[src/rtl/bcd_counter.sv]
// bcd_counter: four-digit BCD up-counter driving a multiplexed active-low 7-segment display.
// Define BCD_COUNTER_BLANK_EN to blank leading zeros (units digit is always shown).
module bcd_counter #(
    parameter int TICK_DIV = 100000000,
    parameter int SCAN_DIV = 100000
) (
    input  logic       clk,
    input  logic       rst_n,
    output logic [6:0] seg,
    output logic [3:0] an
);
    localparam int TW = $clog2(TICK_DIV);
    localparam int SW = $clog2(SCAN_DIV);
    logic [TW-1:0]     presc_q, presc_d;
    logic [SW-1:0]     scan_q, scan_d;
    logic [1:0]        sel_q, sel_d;
    logic [3:0][3:0]   dig_q, dig_d;
    logic [3:0]        an_q, an_d;
    logic [6:0]        seg_q, seg_d;
    logic [3:0]        blank;
    logic              tick, scan_wrap, carry;
    function automatic logic [6:0] dec(input logic [3:0] d);
        case (d)
            4'd0: dec = 7'h40;
            4'd1: dec = 7'h79;
            4'd2: dec = 7'h24;
            4'd3: dec = 7'h30;
            4'd4: dec = 7'h19;
            4'd5: dec = 7'h12;
            4'd6: dec = 7'h02;
            4'd7: dec = 7'h78;
            4'd8: dec = 7'h00;
            4'd9: dec = 7'h10;
            default: dec = 7'h7F;
        endcase
    endfunction
`ifdef BCD_COUNTER_BLANK_EN
    // A digit is a leading zero when it and every digit above it are zero.
    assign blank = {dig_q[3] == 4'd0, dig_q[3:2] == 8'd0, dig_q[3:1] == 12'd0, 1'b0};
`else
    assign blank = '0;
`endif
    always_comb begin
        tick      = presc_q == TW'(TICK_DIV - 1);
        scan_wrap = scan_q == SW'(SCAN_DIV - 1);
        presc_d   = tick ? '0 : presc_q + 1'b1;
        scan_d    = scan_wrap ? '0 : scan_q + 1'b1;
        sel_d     = scan_wrap ? sel_q + 2'd1 : sel_q;
        dig_d     = dig_q;
        carry     = tick;
        for (int i = 0; i < 4; i++) begin
            dig_d[i] = carry ? (dig_q[i] == 4'd9 ? 4'd0 : dig_q[i] + 4'd1) : dig_q[i];
            carry    = carry && dig_q[i] == 4'd9;
        end
        an_d  = blank[sel_q] ? 4'hF : ~(4'd1 << sel_q);
        seg_d = blank[sel_q] ? 7'h7F : dec(dig_q[sel_q]);
    end
    always_ff @(posedge clk or negedge rst_n) begin
        if (!rst_n) begin
            presc_q <= '0;
            scan_q  <= '0;
            sel_q   <= '0;
            dig_q   <= '0;
            an_q    <= 4'hF;
            seg_q   <= 7'h7F;
        end else begin
            presc_q <= presc_d;
            scan_q  <= scan_d;
            sel_q   <= sel_d;
            dig_q   <= dig_d;
            an_q    <= an_d;
            seg_q   <= seg_d;
        end
    end
    assign seg = seg_q;
    assign an  = an_q;
endmodule

[config.mk]
export PLATFORM = sky130hd
export DESIGN_NAME = bcd_counter
export DESIGN_NICKNAME = d
export VERILOG_FILES = /design/src/rtl/bcd_counter.sv
export SDC_FILE = /design/constraint.sdc
export NUM_CORES = 1
export LEC_CHECK = 0
export ABC_AREA = 1
export ABC_CLOCK_PERIOD_IN_PS = 4200
export CORE_ASPECT_RATIO = 0.6
export CORE_UTILIZATION = 65
export CTS_CLUSTER_DIAMETER = 120
export DETAILED_ROUTE_END_ITERATION = 16
export PLACE_DENSITY = 0.84
export SYNTH_ARGS = -nofsm -noshare
export SYNTH_HDL_FRONTEND = slang
export SYNTH_SLANG_ARGS = --single-unit
[constraint.sdc]
create_clock -name clk -period 4.2 [get_ports clk]
set_clock_uncertainty 0.1 [all_clocks]
set_input_delay 0.84 -clock clk [delete_from_list [all_inputs] [get_ports clk]]
set_output_delay 0.84 -clock clk [all_outputs]
set_load 0.05 [all_outputs]
# After elaboration in Yosys (flattened, before gate mapping)
# Memories as Yosys holds them, arrays and structs flattened. A register that Yosys moved wholly into a read port is not among the register bits.
# Index checks and enable logic that the tools add are counted.
dict set report op_classes {
  n_addsub 7
  magnitude_cmp 1
  eq_ne 6
  n_shift 1
  n_mux 11
  bitwise_logic 1
  n_reduce_logical 4
}
# op n
set op_table {}
lappend op_table {{$add 27x1->27 const B} 1}
lappend op_table {{$eq 27x27->1 const B} 1}
lappend op_table {{$mux 27} 1}
lappend op_table {{$mux 4} 6}
lappend op_table {{$add 17x1->17 const B} 1}
lappend op_table {{$eq 17x17->1 const B} 1}
lappend op_table {{$mux 17} 1}
lappend op_table {{$add 4x1->4 const B} 4}
lappend op_table {{$eq 4x4->1 const B} 4}
lappend op_table {{$bmux 4 s2} 1}
lappend op_table {{$not 4->4} 1}
lappend op_table {{$shl 1x2->4 const A} 1}
lappend op_table {{$logic_and 1x1->1} 3}
lappend op_table {{$lt 2x3->1 const B} 1}
lappend op_table {{$add 2x1->2 const B} 1}
lappend op_table {{$bmux 1 s2} 1}
lappend op_table {{$logic_not 1->1} 1}
lappend op_table {{$mux 1} 1}
dict set report totals {
  register_bits 66
  mem_bits_ro 112
  inputBits 2
  wordCells 40
  mem_count 1
}
# memory words width read_ports rd_ports_with_merged_regs write_ports line_no
set memory_table {}
lappend memory_table {{(name not given)} 16 7 1 1 0 23} ;# case (d)

# Depth between registers and ports, before layout
dict set report logic_depth {
  ltp_word 4
  mapped_depth 10
  mapped_depth_nobuf 10
}

# Worst setup path after synthesis
# OpenSTA, ideal clock, no wires.
dict set report synth_path {
  path_kind {flip-flop to flip-flop}
  from {register sel_q[0]}
  to {register seg_q[5] (netlist: seg[5])}
  arrival_time_ns 1.470
  path_slack_ns 2.542
  stages_incl_launch_ff 9
  n_path_buf 1
  period_less_slack_ns 1.658
  path_cell_list {dfrtp_1 > buf_2 > a21oi_1 > o21ai_0 > nand2_1 > inv_1 > ha_1 > o21ai_0 > o21ai_0}
}
dict set report synth_between {
  elab_chain_cells 2
}
# item line_no
set synth_rtl {}
lappend synth_rtl {{start: declaration} 16} ;# logic [1:0] sel_q, sel_d;
lappend synth_rtl {{start signal: assignment} 69} ;# sel_q <= sel_d;
lappend synth_rtl {{$bmux 4 s2} 56} ;# seg_d = blank[sel_q] ? 7'h7F : dec(dig_q[sel_q]);
lappend synth_rtl {{$mux 4 (implied by the code)} 56}
lappend synth_rtl {{end: declaration} 19} ;# logic [6:0] seg_q, seg_d;
# Every way passes these cells. The select of a mux whose other input is x is not followed.
# A chain may end at the register's enable or synchronous reset.

# Final worst setup path
dict set report layout_path {
  from {register seg_q[3] (netlist: seg[3])}
  to {output seg[3]}
}
# item line_no
set layout_rtl {}
lappend layout_rtl {{end: declaration} 9} ;# output logic [6:0] seg,
# No word-level cell between the ends.

==> impl_metrics.csv <==
group,metric,value,unit
synth,yosysSeqAreaShare,0.4390,
timing,slew_viol_final,0,
final_layout,drive_gt1_frac,0.1138,
status,status,"finished clean",
placed_design,io_buffers,12,
final_layout,area_growth_syn_to_layout,10.30,%
worst_setup_path,crit_path_max_fanout,1,
timing,fin_hold_ws,0.1630,ns
pwr,power.internal,0.0009846,W
worst_setup_path,cp_slowest_stage_delay,0.79,ns
route,via_per_inst,5.278,
global_route,antenna_found_initial,0,
route,drt_iter0_drc,256,
timing,rsz0062_at_grt,"no",
route,drc_errors,0,
synth,post_synth_num_cell_types,31,
synth,ys_warn_count,0,
worst_setup_path,cp-start-kind,"flop",
route,vias,3457,
pwr,combPwrFrac,0.012,
timing,hold_violations,0,
synth,synthArstFlopShare,1.000,
cts,h-tree-depth,3,
placed_design,gp_congestion,0.9142,
route,wl_per_cell,13.36,um
worst_setup_path,path_delay_family,"buffers and inverters",
pwr,p_leak,2.180,nW
final_layout,layout_commonest_cell,"nand2_1",
timing,finalSetupViolCount,0,
cts,cts_buffers,9,
pwr,peakVddDrop,0.1991,mV
cts,clock_path_buffers,2,
synth,ys_ff_latch,73,
worst_setup_path,crit_buf_inv,1,
synth,synth-edff-count,0,
cts,cts_tree,"done",
final_layout,finalNetCount,579,
cts,postCtsHoldBufs,0,
pwr,p_sw,0.0002927,W
pwr,p_clk_frac,0.438,
global_route,grt_pass1_vias,3239,
die,design.core.area,6166,um^2
worst_setup_path,cp_cell_sequence,"clkdlybuf4s50_1",
timing,worst_pin_slew,0.5790,ns
synth,syn_area_per_cell,7.736,um^2
die,start_util,0.6800,
route,detail_route.first_pass.iterations,5,
worst_setup_path,critPathCaptureType,"primary output",
placed_design,dp_hpwl,6467,um
final_layout,antenna_cells,0,
cts,clkTransAtPathRegs,0.08,ns
global_route,grt_overflow_total,0,
cts,clock_sinks,73,
cts,cts_root_buf,"clkbuf_8",
die,io_pins,13,
die,die-height,64.21,um
die,row_count,22,
timing,fmaxAchievable,383.4,MHz
timing,tns,0,ns
route,wirelength,8748,um
route,antenna_left,0,
pwr,power.density,276.2,nW/um^2
timing,layout_min_cycle_time,2.608,ns
final_layout,final_cell_mix,"nand2_1 (128), inv_1 (86), nor2_1 (71)",
timing,slew_headroom,0.6140,
timing,min_period_over_period,0.6210,
synth,syn_area,4193,um^2
worst_setup_path,cp.arrival,1.67,ns
pwr,swShare,0.2292,
cts,cts_setup_buffers,0,
die,dieArea,6786,um^2
worst_setup_path,critPathKind,"reg -> out",
pwr,seq_power_share,0.550,
global_route,grt_pass1_wl,15100,um
worst_hold_path,worstHoldPathType,"in -> async",
job,cap_violations,0,
cts,cts_resized,0,
synth,postSynthCellCount,542,
cts,clk_latency,0.35,ns
global_route,gr-usage-all-layers,0.2907,
worst_setup_path,cpMaxStageDelayCell,"clkdlybuf4s50_1",
global_route,grt_max_degree,47,
die,dieWidth,105.7,um
synth,syn_nets,555,
synth,synth_flop_cell,"dfrtp_1",
worst_setup_path,crit_required,3.26,ns
power by group through the flow:
stage	logic [W]	registers, W	clock network [W]
3_5_place_dp	0.0000161	0.000716	0
4_1_cts	0.0000161	0.000703	0.000575
3_3_place_gp	0.0000155	0.000716	0
2_1_floorplan	0.00000000108	0.000716	0
6_report	0.0000150	0.000703	0.000560
5_1_grt	0.0000183	0.000703	0.000601
worst reg2reg max path, cell delays in order (launching register included):
cell and delay [ns]:
dfrtp_1 0.61, inv_1 0.25, o211ai_1 0.21, nand2_1 0.18
ha_1 0.32, inv_1 0.03, nor2_1 0.09, inv_1 0.06
nand3_1 0.07, nand2_1 0.06
final timing paths:
path,to,slack [ns],cells after the start,from
setup / recovery,seg[3],1.59,1,seg[3]$_DFF_PN1_
hold / removal,scan_q[2]$_DFF_PN0_,0.16,1,rst_n
setup reg to reg,seg[3]$_DFF_PN1_,2.15,9,sel_q[0]$_DFFE_PN0N_
hold reg to reg,scan_q[0]$_DFF_PN0_,0.37,1,scan_q[0]$_DFF_PN0_
max in group asynchronous,sel_q[0]$_DFFE_PN0N_,3.09,2,rst_n
min in group clk,scan_q[0]$_DFF_PN0_,0.37,1,scan_q[0]$_DFF_PN0_
synthesized netlist by cell type (2+ instances only):
cell	instances	share of area
nand2_2	6	0.0090
nand4_1	11	0.016
nand2_1	128	0.11
nor2_4	8	0.021
dfrtp_1	62	0.37
inv_1	86	0.077
a21oi_1	13	0.016
o21ai_0	23	0.027
nand3_1	32	0.038
o21ai_1	3	0.0036
o211ai_1	3	0.0054
nand3_2	2	0.0048
inv_2	5	0.0045
nor2_2	6	0.0090
nor3_2	2	0.0048
ha_1	11	0.033
xor2_1	27	0.056
dfstp_2	11	0.069
nor3_1	20	0.024
xnor2_1	2	0.0042
nor2_1	71	0.064
per-stage QoR:
step                setup slack [ns]  power [W]  area (um^2)  cells  utilization
floorplan                      2.542  0.0007165         4193    542            -
global placement               1.980  0.0007318         4423    639       0.7173
detailed placement             1.958  0.0007323         4423    639       0.7173
CTS                            1.569   0.001294         4624    655       0.7500
global route                   1.540   0.001322         4624    655       0.7500
finish                         1.592   0.001277         4624    655       0.7500
layout make-up:
| cell class | instances | area, um^2 |
|---|---|---|
| Multi-Input combinational cell | 377 | 2006 |
| Tap cell | 84 | 105.1 |
| Fill cell | 449 | 1541 |
| Inverter | 91 | 341.6 |
| Clock buffer | 9 | 123.9 |
| Timing Repair Buffer | 14 | 130.1 |
| Clock inverter | 7 | 77.57 |
| Sequential cell | 73 | 1841 |
per-layer routing:
layer	global-route usage	up-vias	part of all wire
li1	-	1737	-
met1	0.4213	1602	0.50
met2	0.4216	107	0.43
met3	0.08061	11	0.060
met4	0.09375	0	0.012
met5	0	-	0
cell families (layout without fill, tap and decap cells):
kind of cell	Yosys count	in the layout	share of synthesized area
and+or+nand+nor	292	292	0.3247
buffers and inverters	92	121	0.08266
DFF	73	73	0.4390
AOI/OAI and AO/OA	45	45	0.06028
xor gates and xnor gates	29	29	0.06058
adders and majority gates	11	11	0.03283
state kept, by name, indices dropped and copies added (netlist names):
register and cells:
an 4, presc_q 27, seg 7, dig_q 16, sel_q 2, scan_q 17
No activity file was read; power rests on OpenSTA's default activity.
